<file path="config.mk">
export PLATFORM = sky130hd
export DESIGN_NAME = return_stack
export DESIGN_NICKNAME = d
export VERILOG_FILES = /design/src/rtl/return_stack.sv
export SDC_FILE = /design/constraint.sdc
export NUM_CORES = 1
export LEC_CHECK = 0
export ABC_AREA = 1
export ABC_CLOCK_PERIOD_IN_PS = 4400
export CORE_MARGIN = 2
export CORE_UTILIZATION = 55
export CTS_BUF_LIST = sky130_fd_sc_hd__clkbuf_8 sky130_fd_sc_hd__clkbuf_16
export DETAILED_ROUTE_END_ITERATION = 16
export DONT_BUFFER_PORTS = 1
export HOLD_SLACK_MARGIN = 0.08
export MAX_ROUTING_LAYER = met4
export PLACE_DENSITY = 0.76
export SETUP_SLACK_MARGIN = 0.5
export SKIP_LAST_GASP = 1
export SYNTH_ARGS = -nofsm -noshare
export SYNTH_HDL_FRONTEND = slang
export SYNTH_SLANG_ARGS = --single-unit
</file>
<file path="constraint.sdc">
create_clock -name clk -period 4.4 [get_ports clk]
set_clock_uncertainty 0.2 [all_clocks]
set_input_delay 1.32 -clock clk [delete_from_list [all_inputs] [get_ports clk]]
set_output_delay 1.32 -clock clk [all_outputs]
set_load 0.05 [all_outputs]
</file>
<file path="src/rtl/return_stack.sv">
// ----------------------------------------------------------------------------
// return_stack
// Hardware return-address stack for the PC selector. The control unit pushes
// the return address on a call and pops it on a return. The top entry is
// presented combinationally, so the return target is valid in the same cycle
// the pop is requested.
//
// Storage is a circular buffer addressed by a wrapping write pointer `sp`.
// The top of stack lives at mem[sp-1]. Occupancy is tracked separately in
// `count`, which lets the full and empty states be told apart.
//
// Optional feature macro: RSTACK_WRAP_EN
//   defined   - a push while full overwrites the oldest entry, so the most
//               recent DEPTH return addresses stay valid.
//   undefined - a push while full is dropped and the previous top stays
//               visible.
// Both builds set the sticky `overflow` flag on a push while full.
// ----------------------------------------------------------------------------
module return_stack #(
    parameter int DEPTH = 16,
    parameter int WIDTH = 16
) (
    input  logic                       clk,
    input  logic                       rst_n,
    input  logic                       push,
    input  logic                       pop,
    input  logic                       clr,
    input  logic [WIDTH-1:0]           push_data,
    output logic [WIDTH-1:0]           stack_data,
    output logic [$clog2(DEPTH):0]     count,
    output logic                       empty,
    output logic                       full,
    output logic                       overflow,
    output logic                       underflow
);

    localparam int AW = $clog2(DEPTH);
    localparam int CW = AW + 1;

    // Entry storage. It has no reset, because an entry is only ever read
    // while `count` says it is valid.
    logic [WIDTH-1:0] mem [DEPTH];

    logic [AW-1:0]    sp;
    logic [AW-1:0]    top_addr;

    // Next-state decode results
    logic             wr_en;
    logic [AW-1:0]    wr_addr;
    logic [AW-1:0]    sp_nxt;
    logic [CW-1:0]    count_nxt;
    logic             overflow_nxt;
    logic             underflow_nxt;

    // Status flags and the top-entry address, derived from registered state
    always_comb begin
        empty    = (count == '0);
        full     = (count == CW'(DEPTH));
        top_addr = sp - AW'(1);
    end

    // Zero-latency read of the top entry. It reads 0 while the stack is empty.
    always_comb begin
        stack_data = '0;
        if (!empty) begin
            stack_data = mem[top_addr];
        end
    end

    // Operation decode: clr has priority, then the push/pop combination
    always_comb begin
        wr_en         = 1'b0;
        wr_addr       = sp;
        sp_nxt        = sp;
        count_nxt     = count;
        overflow_nxt  = overflow;
        underflow_nxt = underflow;

        if (clr) begin
            sp_nxt        = '0;
            count_nxt     = '0;
            overflow_nxt  = 1'b0;
            underflow_nxt = 1'b0;
        end else begin
            unique case ({push, pop})
                2'b10: begin
                    if (!full) begin
                        wr_en     = 1'b1;
                        sp_nxt    = sp + AW'(1);
                        count_nxt = count + CW'(1);
                    end else begin
                        overflow_nxt = 1'b1;
`ifdef RSTACK_WRAP_EN
                        // With sp wrapped onto the oldest slot, writing at sp
                        // evicts the oldest entry while count stays at DEPTH
                        wr_en  = 1'b1;
                        sp_nxt = sp + AW'(1);
`endif
                    end
                end
                2'b01: begin
                    if (!empty) begin
                        sp_nxt    = sp - AW'(1);
                        count_nxt = count - CW'(1);
                    end else begin
                        underflow_nxt = 1'b1;
                    end
                end
                2'b11: begin
                    if (!empty) begin
                        // Return then call in the same cycle: replace the top entry
                        wr_en   = 1'b1;
                        wr_addr = top_addr;
                    end else begin
                        // Nothing to pop: the push still lands, and underflow is flagged
                        wr_en         = 1'b1;
                        sp_nxt        = sp + AW'(1);
                        count_nxt     = CW'(1);
                        underflow_nxt = 1'b1;
                    end
                end
                default: begin
                end
            endcase
        end
    end

    // Pointer, occupancy and sticky error flags
    always_ff @(posedge clk or negedge rst_n) begin
        if (!rst_n) begin
            sp        <= '0;
            count     <= '0;
            overflow  <= 1'b0;
            underflow <= 1'b0;
        end else begin
            sp        <= sp_nxt;
            count     <= count_nxt;
            overflow  <= overflow_nxt;
            underflow <= underflow_nxt;
        end
    end

    // Entry write port
    always_ff @(posedge clk) begin
        if (wr_en) begin
            mem[wr_addr] <= push_data;
        end
    end

endmodule

</file>
# ---- Yosys cells after proc, flatten, opt, wreduce, memory -nomap -nowiden
# Memories as Yosys holds them, arrays and structs flattened.
# Cells that the tools add are included.
# Widths: inputs -> output; s select.
dict set report totals {
  register_bits 11
  latch_bits 0
  ramBits 256
  mem_bits_ro 0
  input_bits 21
  out_inout_bits 25
  elab_cells 51
  n_memories 1
}
# name depth width read_ports rd_ports_with_merged_regs wr line_no
set memory_table {}
lappend memory_table {mem 16 16 1 0 1 42} ;# logic [WIDTH-1:0] mem [DEPTH];
dict set report op_classes {
  add_sub_neg 4
  mul 0
  div_mod_pow 0
  magnitude_cmp 0
  eq_ne 7
  shift 0
  mux 24
  n_bitwise 0
  n_reduce_logical 11
}
# op n
set op_table {}
lappend op_table {{$mux 4} 6}
lappend op_table {{$mux 5} 4}
lappend op_table {{$mux 16} 1}
lappend op_table {{$pmux 5 s3} 1}
lappend op_table {{$pmux 4 s3} 1}
lappend op_table {{$mux 1} 10}
lappend op_table {{$ne 3x3->1 const B} 3}
lappend op_table {{$reduce_bool 2->1} 4}
lappend op_table {{$add 5x1->5 const B} 1}
lappend op_table {{$eq 5x5->1 const B} 1}
lappend op_table {{$logic_not 5->1} 1}
lappend op_table {{$sub 5x1->5 const B} 1}
lappend op_table {{$add 4x1->4 const B} 1}
lappend op_table {{$eq 2x2->1 const B} 2}
lappend op_table {{$reduce_and 2->1} 2}
lappend op_table {{$reduce_and 4->1} 1}
lappend op_table {{$reduce_bool 4->1} 1}
lappend op_table {{$sub 4x1->4 const B} 1}
lappend op_table {{$reduce_and 3->1} 1}
lappend op_table {{$eq 2x1->1 const B} 1}
lappend op_table {{$pmux 1 s2} 1}
lappend op_table {{$reduce_or 2->1} 1}

# ---- Longest topological paths before layout
dict set report depth {
  depth_word 6
  ltp_mapped 12
  ltp_nobuf 12
}

# ---- Worst setup path before layout
# No wires, ideal clock.
dict set report synth_timing {
  path_type {register -> output}
  from {register sp[0]}
  to {output stack_data[0]}
  arrival_ps 2452
  required_ps 2880
  path_slack_ps 428
  stages_incl_launch_ff 11
  path_buffers 4
  path_cell_list {dfrtp_1 -> inv_2 -> buf_4 -> buf_2 -> ha_1 -> buf_2 -> buf_2 -> a21oi_1 -> a21oi_1 -> nor2_1 -> nor2_1}
}
dict set report synth_via {
  elab_chain_cells 3
}
# item line_no
set synth_rtl {}
lappend synth_rtl {{from (decl)} 44} ;# logic [AW-1:0] sp;
lappend synth_rtl {{from (signal assigned)} 136} ;# sp <= sp_nxt;
lappend synth_rtl {{$sub 4x1->4} 59} ;# top_addr = sp - AW'(1);
lappend synth_rtl {{$mem_v2 16x16} -}
lappend synth_rtl {{$mux 16} 65} ;# if (!empty) begin
lappend synth_rtl {{to (decl)} 29} ;# output logic [WIDTH-1:0] stack_data,
# No other way between the ends.

# ---- Worst setup path after layout
dict set report layout_timing {
  from {register sp[0]}
  to {output stack_data[8]}
}
# Same word-level chain as after synthesis.

==> results.json <==
{
  "power.density_nw_per_um2": 793,
  "rows": 52,
  "design.die.area_sq_um": 21600,
  "avgSynthCellArea_sq_um": 11.9,
  "switching_share_pct": 39.1,
  "drv_slew": 0,
  "power_frac_comb_pct": 51.0,
  "status": "finished, final reports clean",
  "grt_max_degree": 133,
  "die_h_um": 147,
  "ys_seq_elements": 267,
  "routed_wl_um": 28600,
  "startpoint": "sp[0]",
  "fin_nets": 1033,
  "leakagePower_nw": 4.90,
  "place_area_sq_um": 12000,
  "path_class": "reg2out",
  "start_util_pct": 55.8,
  "clk_latency_ns": 0.53,
  "fill_cells": 1311,
  "boundaryPins": 46,
  "hpwlAfterDp_um": 14800,
  "post-route-min-period_ns": 3.96,
  "cp-start-kind": "flop",
  "grt_overflow": 0,
  "critPathMaxFanout": 8,
  "antenna_found_initial": 0,
  "syn_nets": 970,
  "cts_tree": "built",
  "setup_tns_ns": 0,
  "post_drt_wl_per_cell_um": 22.1,
  "track_usage_pct": 26.4,
  "post-route-period-util_pct": 90.1,
  "synth-edff-count": 256,
  "synth_ff_type": "edfxtp_1",
  "placeableCoreArea_sq_um": 20100,
  "p_sw_mw": 4.28,
  "die_x_um": 147,
  "synthCells": 943,
  "diodes": 0,
  "dr_total_vias": 7777,
  "ff2ff_path_depth": 12,
  "yosys_warnings": 0,
  "clk_path_buf_depth": 3,
  "firstDrtPassIters": 5,
  "place_congestion": 0.826,
  "numPortBuffers": 0,
  "cts_hold_buf": 0,
  "drv_cap": 0,
  "grt_pass1_wl_um": 42000,
  "tightest_slew_ns": 0.576,
  "grt_pass1_vias": 7324,
  "area_delta_synth_final_pct": 23.1,
  "vdd_drop_max_mv": 0.598,
  "path_clk_slew_ns": 0.06,
  "slew_headroom_pct": 61.5,
  "hold_class": "in2async",
  "h-tree-depth": 1,
  "max_freq_mhz": 252,
  "cp.required_ns": 2.88,
  "clkSinkCount": 267,
  "worstPathArrival_ns": 2.44,
  "final-hold-violation-count": 0,
  "sequentialPowerShare_pct": 26.9,
  "via_per_inst": 6.00,
  "design_area_sq_um": 13800,
  "drc_errors": 0,
  "synth_cell_types": 28,
  "p_int_mw": 6.68,
  "netlist_area_sq_um": 11200,
  "dr.first_iter.drc_count": 935,
  "antenna_left": 0,
  "r2r_start": "sp[0]",
  "async_flop_share_pct": 4.12,
  "cts-buffers-inserted": 27,
  "clockPowerShare_pct": 22.1,
  "root_buffer": "clkbuf_16",
  "rsz0062_at_grt": "yes",
  "finalSetupViolations": 0,
  "endpoint_kind": "output port",
  "drive_above_1_share_pct": 22.3,
  "yosysSeqAreaShare_pct": 71.0
}
-- stage by stage --
step	total power, mW	hold slack [ns]	setup slack (ns)	cells	util [%]
after floorplan	5.63	0.326	0.646	943	-
final	11.0	0.274	0.435	1297	68.7
after global routing	11.4	0.260	0.380	1297	68.7
after global placement	7.15	0.355	0.760	1216	59.5
after detailed placement	7.20	0.362	0.672	1216	59.5
after CTS	10.2	0.262	0.450	1284	66.1
-- final timing paths --
kind / to / slack [ns]
worst max register to register: mem[14][10] / 1.18
min in group clk: sp[1] / 0.47
worst min-delay path: sp[3] / 0.27
max in group asynchronous: sp[0] / 3.65
worst max-delay path: stack_data[8] / 0.44
worst min register to register: sp[1] / 0.47
-- sequential cells by signal, indices dropped and copies added (netlist names) --
signal and flops:
count 5, mem 256, overflow 1, sp 4, underflow 1
-- kinds of logic after synthesis --
logic type                 after synthesis  synth area share (%)
and+or+nand+nor                        438                  16.2
AOI/OAI and AO/OA                      155                  7.95
xor gates and xnor gates                 5                 0.892
adders and majority gates                6                 0.736
buffers and inverters                   72                  3.20
DFF                                    267                  71.0
-- final cells by class --
class / count / area [sq um] / share of cell area [%]
clock buffer: 27 / 676 / 4.89
clock inverter: 23 / 267 / 1.93
tap: 270 / 338 / 2.45
sequential: 267 / 7970 / 57.7
multi-input combinational: 604 / 3240 / 23.4
timing repair inverter: 4 / 35.0 / 0.254
timing repair buffer: 82 / 1190 / 8.65
inverter: 20 / 97.6 / 0.707
-- placed cells by master (no fill, tap or decap), types with 2 or more instances in the layout --
master / netlist / final
a21oi_1: 17 / 15
a21oi_2: 0 / 2
buf_12: 0 / 28
buf_16: 0 / 5
buf_4: 9 / 35
buf_6: 3 / 7
buf_8: 0 / 2
bufinv_16: 0 / 6
clkbuf_16: 0 / 32
clkinv_1: 0 / 8
clkinv_2: 0 / 4
clkinvlp_4: 0 / 2
dfrtp_1: 11 / 10
edfxtp_1: 256 / 256
ha_1: 5 / 4
inv_1: 15 / 15
inv_2: 5 / 3
inv_6: 0 / 5
nand2_1: 165 / 148
nand2_2: 3 / 20
nand3_1: 89 / 80
nand3_2: 2 / 8
nand3_4: 1 / 4
nand3b_1: 2 / 2
nor2_1: 170 / 125
nor2_2: 4 / 33
nor2_4: 1 / 17
o211ai_1: 45 / 45
o21ai_0: 91 / 56
o21ai_1: 1 / 31
o21ai_2: 1 / 6
xor2_1: 2 / 2
xor2_4: 3 / 3
-- worst max-delay path, cell delays in order (launching register included) --
cell and delay (ns):
dfrtp_4 0.46, inv_6 0.06, ha_4 0.29, buf_12 0.18
buf_12 0.14, o21ai_1 0.07, o211ai_1 0.25, nand3_1 0.16
nand2_2 0.13, buf_12 0.14
-- routing by layer --
| metal | track usage [%] | vias to the layer above | routed length, um |
|---|---|---|---|
| met3 | 4.50 | 92 | 2760 |
| met1 | 34.5 | 3756 | 10800 |
| met4 | 9.42 | 0 | 1030 |
| met2 | 42.2 | 438 | 14100 |
| met5 | - | - | 0 |
| li1 | - | 3491 | - |
-- cells in the mapped netlist, types with 9 or more instances --
cell type / instances / area (sq um)
inv_1: 15 / 56.3
buf_4: 9 / 67.6
a21oi_1: 17 / 85.1
nand2_1: 165 / 619
clkbuf_1: 11 / 41.3
edfxtp_1: 256 / 7690
nor2_1: 170 / 638
dfrtp_1: 11 / 275
o21ai_0: 91 / 455
buf_2: 26 / 130
o211ai_1: 45 / 338
nand3_1: 89 / 445
-- what timing repair did --
item                                    4_1_cts  5_1_grt
endpoints found under the setup margin       16       16
buffers inserted                             15        5
gates cloned                                  3        8
resized for setup                            62      100
pin swaps                                    30       50
-- power groups by stage --
stage	sequential [mW]	clock (mW)	combinational, mW
4_1_cts	2.95	2.44	4.86
2_1_floorplan	3.04	0	2.59
3_5_place_dp	3.00	0	4.20
6_report	2.95	2.42	5.59
3_3_place_gp	3.00	0	4.15
5_1_grt	2.96	2.54	5.89
Note: power is estimated with default switching activity, not from simulation.
